**src/rtl/pixel_stream_arbiter_if.sv**
```systemverilog
// Bundle of the per-stream source, shared-block and result-stream signals of the pixel arbiter.
// The master view belongs to the arbiter; the slave view belongs to its surroundings.
interface pixel_stream_arbiter_if #(
  parameter int NUM_CH = 4
);
  localparam int CW = $clog2(NUM_CH);

  logic [NUM_CH-1:0]   s_valid;
  logic [NUM_CH-1:0]   s_ready;
  logic [8*NUM_CH-1:0] s_data;
  logic [2*NUM_CH-1:0] s_mode;

  logic                dp_valid_in;
  logic                dp_ready_in;
  logic [7:0]          dp_data_in;
  logic [1:0]          dp_mode;
  logic                dp_valid_out;
  logic                dp_ready_out;
  logic [7:0]          dp_data_out;

  logic                m_valid;
  logic                m_ready;
  logic [7:0]          m_data;
  logic [CW-1:0]       m_ch;

  logic                busy;
  logic                err_orphan;

  modport master (
    input  s_valid, s_data, s_mode, dp_ready_in, dp_valid_out, dp_data_out, m_ready,
    output s_ready, dp_valid_in, dp_data_in, dp_mode, dp_ready_out, m_valid, m_data, m_ch,
           busy, err_orphan
  );

  modport slave (
    output s_valid, s_data, s_mode, dp_ready_in, dp_valid_out, dp_data_out, m_ready,
    input  s_ready, dp_valid_in, dp_data_in, dp_mode, dp_ready_out, m_valid, m_data, m_ch,
           busy, err_orphan
  );
endinterface

```
**src/rtl/pixel_stream_arbiter.sv**
```systemverilog
// Round-robin sharing of one pixel processing block among NUM_CH streams, with channel tagging of results.
// Define PIX_ARB_BURST_EN to let a channel keep the grant for up to BURST_LEN consecutive pixels.
module pixel_stream_arbiter #(
  parameter int NUM_CH    = 4,
  parameter int TAG_DEPTH = 4,
  parameter int BURST_LEN = 4
) (
  input  logic                  clk,
  input  logic                  rst,
  pixel_stream_arbiter_if.master bus
);
  localparam int CW = $clog2(NUM_CH);
  localparam int AW = $clog2(TAG_DEPTH);
  localparam logic [AW:0] DEPTH = (AW+1)'(TAG_DEPTH);

  if (NUM_CH < 2 || NUM_CH > 8) begin : g_bad_num_ch
    $error("pixel_stream_arbiter: NUM_CH must be 2..8");
  end
  if (TAG_DEPTH < 2 || (TAG_DEPTH & (TAG_DEPTH - 1)) != 0) begin : g_bad_depth
    $error("pixel_stream_arbiter: TAG_DEPTH must be a power of two >= 2");
  end
  if (BURST_LEN < 1) begin : g_bad_burst
    $error("pixel_stream_arbiter: BURST_LEN must be >= 1");
  end

  typedef enum logic {IDLE, ISSUE} state_t;

  state_t        state_q, state_d;
  logic [CW-1:0] last_q, rr_grant, grant, cand;
  logic          rr_found, any_valid, handshake, capture, push, pop, fifo_empty;
  logic [7:0]    sel_data, data_q;
  logic [1:0]    sel_mode, mode_q;
  logic [AW:0]   count_q;
  logic [AW-1:0] wr_ptr_q, rd_ptr_q;
  logic [CW-1:0] tag_mem [TAG_DEPTH];
  logic          err_q;

  assign any_valid  = |bus.s_valid;
  assign handshake  = (state_q == ISSUE) && bus.dp_ready_in;
  assign fifo_empty = (count_q == '0);
  // The registered tag count gates capture; a pop in the same cycle does not free a slot yet.
  assign capture    = !rst && ((state_q == IDLE) || handshake) && any_valid && (count_q < DEPTH);
  assign push       = capture;
  assign pop        = bus.dp_valid_out && bus.dp_ready_out;

  always_comb begin
    rr_found = 1'b0;
    rr_grant = '0;
    cand     = '0;
    for (int k = 1; k <= NUM_CH; k++) begin
      cand = CW'((int'(last_q) + k) % NUM_CH);
      if (!rr_found && bus.s_valid[cand]) begin
        rr_found = 1'b1;
        rr_grant = cand;
      end
    end
  end

`ifdef PIX_ARB_BURST_EN
  localparam int RW = $clog2(BURST_LEN + 1);
  logic [RW-1:0] run_q;
  logic          sticky;

  // A zero run length means no burst is open yet, so reset does not lock onto channel NUM_CH-1.
  assign sticky = (run_q != '0) && (run_q < RW'(BURST_LEN)) && bus.s_valid[last_q];
  assign grant  = sticky ? last_q : rr_grant;

  always_ff @(posedge clk or posedge rst) begin
    if (rst)          run_q <= '0;
    else if (capture) run_q <= sticky ? run_q + 1'b1 : RW'(1);
  end
`else
  assign grant = rr_grant;
`endif

  always_comb begin
    sel_data = '0;
    sel_mode = '0;
    for (int i = 0; i < NUM_CH; i++) begin
      if (grant == CW'(i)) begin
        sel_data = bus.s_data[8*i +: 8];
        sel_mode = bus.s_mode[2*i +: 2];
      end
    end
  end

  always_ff @(posedge clk or posedge rst) begin
    if (rst) state_q <= IDLE;
    else     state_q <= state_d;
  end

  always_comb begin
    state_d = IDLE;
    if (capture)                                    state_d = ISSUE;
    else if (state_q == ISSUE && !bus.dp_ready_in)  state_d = ISSUE;
  end

  always_comb begin
    bus.dp_valid_in = (state_q == ISSUE);
    bus.s_ready     = '0;
    if (capture) bus.s_ready[grant] = 1'b1;
  end

  always_ff @(posedge clk or posedge rst) begin
    if (rst) begin
      data_q <= '0;
      mode_q <= '0;
      last_q <= CW'(NUM_CH - 1);
    end else if (capture) begin
      data_q <= sel_data;
      mode_q <= sel_mode;
      last_q <= grant;
    end
  end

  assign bus.dp_data_in = data_q;
  assign bus.dp_mode    = mode_q;

  always_ff @(posedge clk) begin
    if (push) tag_mem[wr_ptr_q] <= grant;
  end

  always_ff @(posedge clk or posedge rst) begin
    if (rst) begin
      wr_ptr_q <= '0;
      rd_ptr_q <= '0;
      count_q  <= '0;
    end else begin
      if (push) wr_ptr_q <= wr_ptr_q + 1'b1;
      if (pop)  rd_ptr_q <= rd_ptr_q + 1'b1;
      case ({push, pop})
        2'b10:   count_q <= count_q + 1'b1;
        2'b01:   count_q <= count_q - 1'b1;
        default: count_q <= count_q;
      endcase
    end
  end

  // A result with no outstanding tag cannot be labelled, so it is left unaccepted and flagged.
  always_ff @(posedge clk or posedge rst) begin
    if (rst)                                  err_q <= 1'b0;
    else if (bus.dp_valid_out && fifo_empty)  err_q <= 1'b1;
  end

  assign bus.dp_ready_out = bus.m_ready && !fifo_empty;
  assign bus.m_valid      = bus.dp_valid_out && !fifo_empty;
  assign bus.m_data       = bus.dp_data_out;
  assign bus.m_ch         = fifo_empty ? '0 : tag_mem[rd_ptr_q];
  assign bus.busy         = (state_q == ISSUE) || !fifo_empty;
  assign bus.err_orphan   = err_q;
endmodule

```
**src/flat_wrapper.sv**
```systemverilog
// flat-port wrapper written by rule: the top's interface ports become plain ports
module pixel_stream_arbiter_flat 
#(
  parameter int NUM_CH    = 4,
  parameter int TAG_DEPTH = 4,
  parameter int BURST_LEN = 4
)
  (clk, rst, bus_s_valid, bus_s_data, bus_s_mode, bus_dp_ready_in, bus_dp_valid_out, bus_dp_data_out, bus_m_ready, bus_s_ready, bus_dp_valid_in, bus_dp_data_in, bus_dp_mode, bus_dp_ready_out, bus_m_valid, bus_m_data, bus_m_ch, bus_busy, bus_err_orphan);
  pixel_stream_arbiter_if #(.NUM_CH(NUM_CH)) bus_i ();
  input  logic clk;
  input  logic rst;
  input wire logic [$bits(bus_i.s_valid)-1:0] bus_s_valid;
  input wire logic [$bits(bus_i.s_data)-1:0] bus_s_data;
  input wire logic [$bits(bus_i.s_mode)-1:0] bus_s_mode;
  input wire logic [$bits(bus_i.dp_ready_in)-1:0] bus_dp_ready_in;
  input wire logic [$bits(bus_i.dp_valid_out)-1:0] bus_dp_valid_out;
  input wire logic [$bits(bus_i.dp_data_out)-1:0] bus_dp_data_out;
  input wire logic [$bits(bus_i.m_ready)-1:0] bus_m_ready;
  output wire logic [$bits(bus_i.s_ready)-1:0] bus_s_ready;
  output wire logic [$bits(bus_i.dp_valid_in)-1:0] bus_dp_valid_in;
  output wire logic [$bits(bus_i.dp_data_in)-1:0] bus_dp_data_in;
  output wire logic [$bits(bus_i.dp_mode)-1:0] bus_dp_mode;
  output wire logic [$bits(bus_i.dp_ready_out)-1:0] bus_dp_ready_out;
  output wire logic [$bits(bus_i.m_valid)-1:0] bus_m_valid;
  output wire logic [$bits(bus_i.m_data)-1:0] bus_m_data;
  output wire logic [$bits(bus_i.m_ch)-1:0] bus_m_ch;
  output wire logic [$bits(bus_i.busy)-1:0] bus_busy;
  output wire logic [$bits(bus_i.err_orphan)-1:0] bus_err_orphan;
  assign bus_i.s_valid = bus_s_valid;
  assign bus_i.s_data = bus_s_data;
  assign bus_i.s_mode = bus_s_mode;
  assign bus_i.dp_ready_in = bus_dp_ready_in;
  assign bus_i.dp_valid_out = bus_dp_valid_out;
  assign bus_i.dp_data_out = bus_dp_data_out;
  assign bus_i.m_ready = bus_m_ready;
  assign bus_s_ready = bus_i.s_ready;
  assign bus_dp_valid_in = bus_i.dp_valid_in;
  assign bus_dp_data_in = bus_i.dp_data_in;
  assign bus_dp_mode = bus_i.dp_mode;
  assign bus_dp_ready_out = bus_i.dp_ready_out;
  assign bus_m_valid = bus_i.m_valid;
  assign bus_m_data = bus_i.m_data;
  assign bus_m_ch = bus_i.m_ch;
  assign bus_busy = bus_i.busy;
  assign bus_err_orphan = bus_i.err_orphan;
  pixel_stream_arbiter #(.NUM_CH(NUM_CH), .TAG_DEPTH(TAG_DEPTH), .BURST_LEN(BURST_LEN)) u_core (.clk(clk), .rst(rst), .bus(bus_i));
endmodule
```
**config.mk**
```make
export PLATFORM = sky130hd
export DESIGN_NAME = pixel_stream_arbiter_flat
export DESIGN_NICKNAME = d
export VERILOG_FILES = /design/src/rtl/pixel_stream_arbiter_if.sv /design/src/rtl/pixel_stream_arbiter.sv /design/src/flat_wrapper.sv
export SDC_FILE = /design/constraint.sdc
export NUM_CORES = 1
export LEC_CHECK = 0
export BUFFER_PORTS_ARGS = -buffer_cell sky130_fd_sc_hd__clkbuf_2
export CORE_ASPECT_RATIO = 2
export CORE_MARGIN = 1.5
export CORE_UTILIZATION = 35
export DETAILED_ROUTE_END_ITERATION = 10
export GPL_TIMING_DRIVEN = 0
export SYNTH_ARGS = -nofsm -noshare
export SYNTH_HDL_FRONTEND = slang
export SYNTH_SLANG_ARGS = --single-unit
```
**constraint.sdc**
```tcl
create_clock -name clk -period 3.7 [get_ports clk]
set_input_delay 0.925 -clock clk [delete_from_list [all_inputs] [get_ports clk]]
set_output_delay 0.925 -clock clk [all_outputs]
set_load 0.03 [all_outputs]
```
* After elaboration in Yosys (flattened, before gate mapping)
Memory sizes are Yosys's and may differ from the RTL's. Cells that the tools add are included.
Word-level totals: register bits 21, memory bits (writable) 8, output and inout port bits 29, memories kept 1
Memory list:
- u_core.tag_mem | words 4, bits a word 2, read ports 1, clocked after Yosys merged registers in 0, write ports 1, line pixel_stream_arbiter.sv:35 | logic [CW-1:0] tag_mem [TAG_DEPTH];
Cells by class: $add $sub $neg 8, order comparisons 7, eq/ne operators 5, muxes and demuxes 32, bitwise operators 1, reductions and logical operators 25
Operator list (count):
- $mux W8 | 4
- $mux W2 | 9
- $lt A2 B3 Y1 const B | 5
- $logic_and A1 B1 Y1 | 13
- $mux W1 | 12
- $add A2 B1 Y2 const B | 4
- $bmux W1 S2 | 4
- $eq A2 B2 Y1 const B | 3
- $logic_not A1 Y1 | 6
- $pmux W3 S2 | 1
- $add A2 B2 Y2 const B | 2
- $eq A2 B1 Y1 const B | 2
- $mux W4 | 1
- $reduce_or A4 Y1 | 1
- $add A3 B1 Y3 const B | 1
- $logic_not A3 Y1 | 1
- $lt A3 B3 Y1 const B | 1
- $sub A3 B1 Y3 const B | 1
- $demux W1 S2 | 1
- $ge A2 B1 Y1 const B | 1
- $logic_not A2 Y1 | 1
- $logic_or A1 B1 Y1 | 2
- $reduce_bool A2 Y1 | 1
- $not A1 Y1 | 1

* Depth between registers and ports, before layout
Gate-level depths: netlist of the first run.
word-level depth 18, mapped depth 10, gate-level depth less buffers 9

* Worst setup path after synthesis of the first run
OpenSTA, ideal clock, no wires.
path kind input to output, from input bus_s_valid[0], to output bus_s_ready[2], data arrival time 2.313 ns, required time 2.775 ns, setup slack 0.462 ns, stages on the path 5, buffers on the path 1, path through a21o_2 -> a31oi_1 -> clkbuf_1 -> nand2_1 -> nor2_1
Between the ends: word-level cells in the longest chain between the ends 17, elaborated cells between the ends (all ways) 30
RTL lines:
- start: declaration | line flat_wrapper.sv:12 | input wire logic [$bits(bus_i.s_valid)-1:0] bus_s_valid;
- $bmux W1 S2 | line pixel_stream_arbiter.sv:52 | if (!rr_found && bus.s_valid[cand]) begin
- $mux W1 (not written as such) | line pixel_stream_arbiter.sv:52
- $mux W1 | line pixel_stream_arbiter.sv:52
- $logic_not A1 Y1 | line pixel_stream_arbiter.sv:52
- $logic_and A1 B1 Y1 | line pixel_stream_arbiter.sv:52
- $mux W1 | line pixel_stream_arbiter.sv:52
- $logic_not A1 Y1 | line pixel_stream_arbiter.sv:52
- $logic_and A1 B1 Y1 | line pixel_stream_arbiter.sv:52
- [... 2 more ...]
- $logic_and A1 B1 Y1 | line pixel_stream_arbiter.sv:52
- $mux W2 * | line pixel_stream_arbiter.sv:52
- net u_core.grant[1] | line pixel_stream_arbiter.sv:29 | logic [CW-1:0] last_q, rr_grant, grant, cand;
- $lt A2 B3 Y1 (not written as such) or $ge A2 B1 Y1 (tied branches) | line pixel_stream_arbiter.sv:101 | if (capture) bus.s_ready[grant] = 1'b1;
- $logic_and A1 B1 Y1 (not written as such) | line pixel_stream_arbiter.sv:101
- $mux W1 (not written as such) | line pixel_stream_arbiter.sv:101
- $demux W1 S2 *
- $mux W4 * | line pixel_stream_arbiter.sv:101
- end: declaration | line flat_wrapper.sv:19 | output wire logic [$bits(bus_i.s_ready)-1:0] bus_s_ready;
The timed path passes the listed nets; every way through them passes the cells marked *. The select of a mux whose other input is x is not followed.

* Worst setup path after layout of the first run
from input bus_s_valid[0], to output bus_s_ready[3]
The elaborated chain is that of the path after synthesis.

==> out/qor.csv, run 1 <==
stage,metric,value,unit
clock_network,root buffer cell,clkbuf_8,
yosys,Post-Syn Area per Cell,11.11,µm²
clock_network,clock tree sinks,29,
power_and_ir_drop,Tot Pwr,1.812,mW
yosys,most frequent cell after synthesis,dfrtp_1,
timing,setup ws final,0.2167,ns
grt,GRT Util Overall,0.1505,
detailed_routing,final wirelength,4054,µm
cells_and_area,area of the multi-input gates,892.1,µm²
yosys,area share of the largest cell type after synthesis,0.2578,
grt,number of global-route vias before repair,1457,
worst_setup_path,worst endpoint required time,2.77,ns
grt,first-pass GRT wire length,6348,µm
yosys,largest cells by area after synthesis,"dfrtp_1 (26%), edfxtp_1 (13%), mux2i_1 (6.5%)",
detailed_routing,drt via density,4.896,
power_and_ir_drop,LEAKAGE,1.158,nW
detailed_routing,drt wl/cell,13.12,µm
floorplan,# IOs,86,
worst_setup_path,Worst EP arrival,2.56,ns
power_and_ir_drop,Comb pwr share,0.514,
timing,Tmin final,3.483,ns
grt,pin count of the biggest net entering global routing,22,
clock_network,Max Root-Sink Buffers,2,
status,outcome,finished clean,
floorplan,Die Width,54.33,µm
timing,f_max,287.1,MHz
power_and_ir_drop,register share of total power,0.308,
detailed_routing,post-route ant nets,0,
yosys,Post-synth EDFFs,8,
placed_design,"worst slack, placed",-0.02936,ns
floorplan,# rows,37,
cells_and_area,final cell area excluding filler cells,0.002414,mm²
floorplan,core area,0.005092,mm²
timing,unrepaired setup endpoints after global routing,no,
cells_and_area,# diodes,0,
timing,count of final setup violators,0,
worst_hold_path,worst min-delay path category,reg -> reg,
yosys,Commonest cells post-synth,"dfrtp_1 (19), mux2i_1 (12), nand2_1 (12), nand3_1 (12), buf_4 (10)",
power_and_ir_drop,internal power,1.067,mW
worst_setup_path,worst-path maximum fanout,13,
placed_design,area post-placement,0.002302,mm²
worst_setup_path,CP endpoint kind,primary output,
grt,grt ovf,0,
grt,antenna violations before repair,0,
timing,crit share post-route,0.9414,
timing,max-slew violations,0,
cells_and_area,Final #Nets,313,
worst_setup_path,Worst Setup Start Kind,primary input,
clock_network,Worst-Skew Late Latency,0.28,ns
yosys,"Distinct cells, synth",35,
yosys,Most used DFF post-synth,dfrtp_1,
yosys,synthesized cell area,0.001844,mm²
power_and_ir_drop,clock share of power,0.178,
placed_design,Detail Placement HPWL,3258,µm
clock_network,setup bufs post-CTS,0,
power_and_ir_drop,Sw Pwr,745.7,µW
placed_design,gp weighted congestion,0.7117,
timing,final hold vios,0,
cells_and_area,Seq. cell area,768.2,µm²
detailed_routing,first-pass iteration count of the detailed router,4,
timing,Worst-Margin Slew,0.8182,ns
clock_network,cts bufs inserted,5,
floorplan,Die H,105.7,µm
timing,max_slew headroom,0.4539,
clock_network,CTS tree,done,
timing,setup total negative slack,0,ns
clock_network,"Clk pin slew, worst setup/hold paths",0.06,ns
timing,Worst Clk Skew,0.005846,ns
power_and_ir_drop,worst vdd ir,413.1,µV
yosys,cells after synthesis,166,
floorplan,Starting Density,0.3622,
placed_design,PortBufs,77,
cells_and_area,fill count,534,
yosys,net count after synthesis,229,
detailed_routing,DRC viols,0,
yosys,Yosys top cell by area,dfrtp_1,
worst_setup_path,critical setup path kind,in -> out,
clock_network,H-Tree Depth,2,
yosys,synthesis-stage register bit count,29,
power_and_ir_drop,PD cells,750.9,mW/mm²
yosys,"Seq/Total Area, Yosys",0.4166,
detailed_routing,Initial DRC Count,14,
cells_and_area,fin cells,309,
placed_design,Cell Count Post-Placement,301,
yosys,"FFs w/ async S/R, synth",0.7241,
yosys,yosys warns,0,
flow_run,Max-cap violations,0,
cells_and_area,Layout area overhead,30.87,%
cells_and_area,fraction of layout cells with a size suffix above 1,0.4741,
detailed_routing,vias,1513,
power_and_ir_drop,Sw Share,0.4115,
floorplan,full die area,0.005741,mm²
-- final cells by class --
cell class | count | area share
multi-input cells | 111 | 0.3696
repair buffers | 77 | 0.1597
clock inverters | 3 | 0.01711
plain buffers | 18 | 0.06428
inverters | 8 | 0.01244
well taps | 58 | 0.03007
clock buffers | 5 | 0.02851
flip-flops and latches | 29 | 0.3183
-- worst max-delay path, stage by stage --
cell	delay (ns)
clkbuf_2	0.12
a21o_2	0.21
a31oi_1	0.36
clkbuf_2	0.35
nand2_1	0.23
nor2_1	0.14
clkbuf_2	0.21
-- cells by family (layout without fill, tap and decap cells) --
family,Yosys count,after routing,share of synthesized area
adder cells (fa/ha/maj),6,6,0.04478
multiplexers,24,24,0.1526
AO/OA/AOI/OAI,18,18,0.09024
XOR/XNOR,6,6,0.02850
AND/OR/NAND/NOR,57,57,0.1676
buffers and inverters,26,111,0.09973
flip-flops,29,29,0.4166
-- sequential cells by signal (all words and copies together) (netlist names) --
register	flops
u_core.last_q	2
u_core.bus.err_orphan	1
u_core.count_q	3
u_core.bus.dp_data_in	8
u_core.bus.dp_mode	2
u_core.rd_ptr_q	2
u_core.bus.dp_valid_in	1
u_core.wr_ptr_q	2
u_core.tag_mem	8
-- layout by cell type (no fill, tap or decap), types with 2 or more instances in the layout --
master,instances
clkbuf_2,78
dfrtp_1,19
nand2_1,12
mux2i_1,12
nand3_1,12
buf_4,10
nand3b_1,9
mux2_2,9
nor2_1,8
inv_1,8
edfxtp_1,8
a221o_1,6
nor2b_1,5
and2_1,5
ha_1,5
clkbuf_8,5
buf_6,4
nand2b_1,4
o211ai_1,4
xnor2_1,3
xor2_1,3
buf_2,2
o21ai_0,2
mux4_2,2
dfstp_2,2
-- path summary, 6_finish.rpt --
path                                            start                  endpoint  slack (ns)  depth (start not counted)
worst max-delay path                   bus_s_valid[0]            bus_s_ready[3]        0.22                          7
worst max register to register      u_core.count_q[0]         u_core.count_q[2]        1.46                          9
worst min-delay path            u_core.bus.err_orphan     u_core.bus.err_orphan        0.46                          1
max in group asynchronous                         rst  u_core.bus.dp_data_in[2]        2.37                          2
min in group asynchronous                         rst        u_core.rd_ptr_q[1]        0.82                          2
worst min register to register  u_core.bus.err_orphan     u_core.bus.err_orphan        0.46                          1
-- through the flow --
stage / utilization / hold slack (ns)
after global placement: 0.4521 / 0.4415
after floorplan: - / 0.4688
after CTS: 0.4740 / 0.4662
after global routing: 0.4740 / 0.4821
after detailed placement: 0.4521 / 0.4515
final: 0.4740 / 0.4593
-- power by group through the flow --
stage               logic, mW  clock network [mW]  registers, mW
global route             1.01               0.341          0.577
finish                  0.931               0.322          0.559
global placement        0.933                   0          0.565
CTS                     0.947               0.329          0.561
floorplan               0.598                   0          0.671
detailed placement      0.942                   0          0.566
-- layer usage --
metal / vias to the layer above / GRT usage / part of all wire
met1: 706 / 0.1635 / 0.37
met3: 7 / 0.03399 / 0.060
li1: 742 / - / -
met4: 0 / 0.07143 / 0.025
met5: - / 0 / 0
met2: 58 / 0.2590 / 0.54
-- timing repair --
action	4_1_cts	5_1_grt
endpoints found under the setup margin	2	0
gates resized for setup	1	0
hold buffers	0	0
No activity file was read; power rests on OpenSTA's default activity.
==> inputs of run 2 (changes only) <==
- BUFFER_PORTS_ARGS: -buffer_cell sky130_fd_sc_hd__clkbuf_2 -> -buffer_cell sky130_fd_sc_hd__buf_2
- RECOVER_POWER: not set -> 50
- SLEW_MARGIN: not set -> 20
==> run 2 against run 1 <==
  * Register-to-register slack worse by 0.05 ns
  * Non-clock buffer count stayed put
  * Largest cell class unchanged
  * Flip-flop and latch count stayed put
  * Critical endpoint unchanged
  * Clock skew is 0.00068 ns lower
  * Core utilization is 0.34 points lower
  * Maximum frequency is 0.68% lower
  * Routed wire length is 1.6% higher
  * First-iteration DRC count is 100% higher
  * Power is 0.97% lower
  * Critical path type unchanged
==> out/qor.csv, run 2 (synthesis results as in run 1) <==
stage,metric,value,unit,change
floorplan,Die H,105.7,µm,unchanged
clock_network,# hold bufs at CTS,0,,unchanged
timing,Tmin final,3.507,ns,was 3.483 ns
cells_and_area,"most common cell after layout, fill and taps aside",buf_2,,was clkbuf_2
grt,number of global-route vias before repair,1483,,was 1457
worst_setup_path,CP endpoint kind,primary output,,unchanged
detailed_routing,top routing layer used,met4,,unchanged
floorplan,# IOs,86,,unchanged
timing,count of final setup violators,0,,unchanged
placed_design,gp weighted congestion,0.7249,,was 0.7117
power_and_ir_drop,Sw Share,0.4142,,was 0.4115
clock_network,cts bufs inserted,5,,unchanged
grt,first-pass GRT wire length,6492,µm,was 6348 µm
detailed_routing,drt wl/cell,13.33,µm,was 13.12 µm
clock_network,CTS tree,done,,unchanged
timing,Worst Clk Skew,0.005170,ns,was 0.005846 ns
cells_and_area,most frequent cells in the layout,"buf_2 (65), dfrtp_1 (19), clkbuf_1 (14)",,"was clkbuf_2 (78), dfrtp_1 (19), nand2_1 (12), mux2i_1 (12), nand3_1 (12)"
worst_setup_path,critical setup path kind,in -> out,,unchanged
floorplan,# rows,37,,unchanged
flow_run,Max-cap violations,0,,unchanged
worst_setup_path,worst endpoint required time,2.77,ns,about the same
timing,crit share post-route,0.9479,,was 0.9414
detailed_routing,first-pass iteration count of the detailed router,4,,unchanged
cells_and_area,final cell area excluding filler cells,0.002396,mm²,was 0.002414 mm²
timing,max-slew violations,0,,unchanged
status,outcome,finished clean,,unchanged
power_and_ir_drop,Comb pwr share,0.510,,was 0.514
floorplan,full die area,0.005741,mm²,unchanged
floorplan,Starting Density,0.3622,,unchanged
worst_setup_path,Worst EP arrival,2.58,ns,was 2.56 ns
floorplan,core area,0.005092,mm²,unchanged
timing,f_max,285.1,MHz,was 287.1 MHz
timing,Worst-Margin Slew,0.8343,ns,was 0.8182 ns
detailed_routing,wl on met1,1527,µm,was 1505 µm
cells_and_area,Final #Nets,313,,unchanged
timing,setup total negative slack,0,ns,unchanged
placed_design,area post-placement,0.002302,mm²,unchanged
timing,unrepaired setup endpoints after global routing,no,,unchanged
clock_network,H-Tree Depth,2,,unchanged
detailed_routing,met2 WL post-DR,2254,µm,was 2206 µm
floorplan,Die Width,54.33,µm,unchanged
power_and_ir_drop,Sw Pwr,743.4,µW,was 745.7 µW
clock_network,Max Root-Sink Buffers,2,,unchanged
worst_setup_path,Worst Setup Start Kind,primary input,,unchanged
timing,max_slew headroom,0.4432,,was 0.4539
clock_network,root buffer cell,clkbuf_8,,unchanged
clock_network,Worst-Skew Late Latency,0.28,ns,about the same
cells_and_area,Seq. cell area,768.2,µm²,unchanged
power_and_ir_drop,clock share of power,0.179,,was 0.178
detailed_routing,Initial DRC Count,28,,was 14
clock_network,clock tree sinks,29,,unchanged
power_and_ir_drop,register share of total power,0.311,,was 0.308
grt,GRT Util Overall,0.1575,,was 0.1505
cells_and_area,fraction of layout cells with a size suffix above 1,0.4183,,was 0.4741
power_and_ir_drop,LEAKAGE,1.105,nW,was 1.158 nW
detailed_routing,post-route ant nets,0,,unchanged
timing,final hold vios,0,,unchanged
grt,antenna violations before repair,0,,unchanged
placed_design,PortBufs,77,,unchanged
placed_design,Detail Placement HPWL,3239,µm,was 3258 µm
cells_and_area,# diodes,0,,unchanged
worst_hold_path,worst min-delay path category,reg -> reg,,unchanged
grt,grt ovf,0,,unchanged
detailed_routing,final wirelength,4118,µm,was 4054 µm
grt,pin count of the biggest net entering global routing,22,,unchanged
detailed_routing,DRC viols,0,,unchanged
power_and_ir_drop,worst vdd ir,355.7,µV,was 413.1 µV
power_and_ir_drop,internal power,1.051,mW,was 1.067 mW
cells_and_area,fill count,523,,was 534
detailed_routing,drt via density,4.880,,was 4.896
detailed_routing,vias,1508,,was 1513
detailed_routing,routed length on met3,220,µm,was 242 µm
clock_network,setup bufs post-CTS,0,,unchanged
power_and_ir_drop,PD cells,749.0,mW/mm²,was 750.9 mW/mm²
cells_and_area,Layout area overhead,29.92,%,was 30.87%
worst_setup_path,worst-path maximum fanout,13,,unchanged
cells_and_area,area of the multi-input gates,892.1,µm²,unchanged
clock_network,"Clk pin slew, worst setup/hold paths",0.06,ns,about the same
==> run 2: cell count changes in the layout (fill, tap and decap cells not counted), sizes merged <==
| cell | before | now |
|---|---|---|
| buf | 17 | 80 |
| clkbuf | 83 | 20 |
==> run 2: per-stage QoR <==
step	worst slack, ns	power (mW)	hold slack, ns	util	instances
final	0.1928	1.795	0.4593	0.4705	309
after global placement	-0.03121	1.496	0.4370	0.4521	301
after floorplan	0.4625	1.269	0.4688	-	166
after CTS	0.2012	1.837	0.4576	0.4740	309
after detailed placement	-0.01468	1.504	0.4431	0.4521	301
after global routing	0.05596	1.918	0.4826	0.4705	309
==> run 2: worst max-delay path, cell delays in order <==
cell and delay [ns]:
clkbuf_1 0.13, a21o_2 0.23, a31oi_1 0.34, clkbuf_2 0.36, nand2_1 0.24, nor2_1 0.15
buf_2 0.20
==> run 2: routing by layer <==
metal,track usage,vias to the layer above
met2,0.2754,58
met5,0,-
met1,0.1616,700
li1,-,740
met3,0.03258,10
met4,0.08750,0
==> run 2: worst paths after layout <==
kind                                       start                       end  slack, ns  depth (start not counted)
max in group asynchronous                    rst  u_core.bus.dp_data_in[7]       2.34                          2
min reg2reg                u_core.bus.err_orphan     u_core.bus.err_orphan       0.46                          1
max                               bus_s_valid[0]            bus_s_ready[3]       0.19                          7
min in group asynchronous                    rst    u_core.bus.dp_valid_in       0.83                          2
min                        u_core.bus.err_orphan     u_core.bus.err_orphan       0.46                          1
max reg2reg                    u_core.count_q[0]         u_core.count_q[2]       1.41                          9
==> run 2: final cells by class <==
| cell class | instances | area share |
|---|---|---|
| clock buffer | 5 | 0.02872 |
| timing repair buffer | 77 | 0.1535 |
| inverter | 8 | 0.01253 |
| sequential | 29 | 0.3206 |
| clock inverter | 3 | 0.01723 |
| tap | 58 | 0.03029 |
| multi-input combinational | 111 | 0.3723 |
| buffer | 18 | 0.06475 |
==> run 2: what timing repair did <==
action | CTS | global route
endpoints found under the hold margin | 0 | 0
resized for setup | 1 | 0
setup endpoints to repair | 2 | 0
==> run 2: power by group through the flow <==
| stage | clock, mW | combinational (mW) | sequential [mW] |
|---|---|---|---|
| 4_1_cts | 0.332 | 0.947 | 0.558 |
| 5_1_grt | 0.345 | 0.998 | 0.575 |
| 3_3_place_gp | 0 | 0.934 | 0.562 |
| 2_1_floorplan | 0 | 0.598 | 0.671 |
| 3_5_place_dp | 0 | 0.942 | 0.562 |
| 6_report | 0.322 | 0.915 | 0.558 |
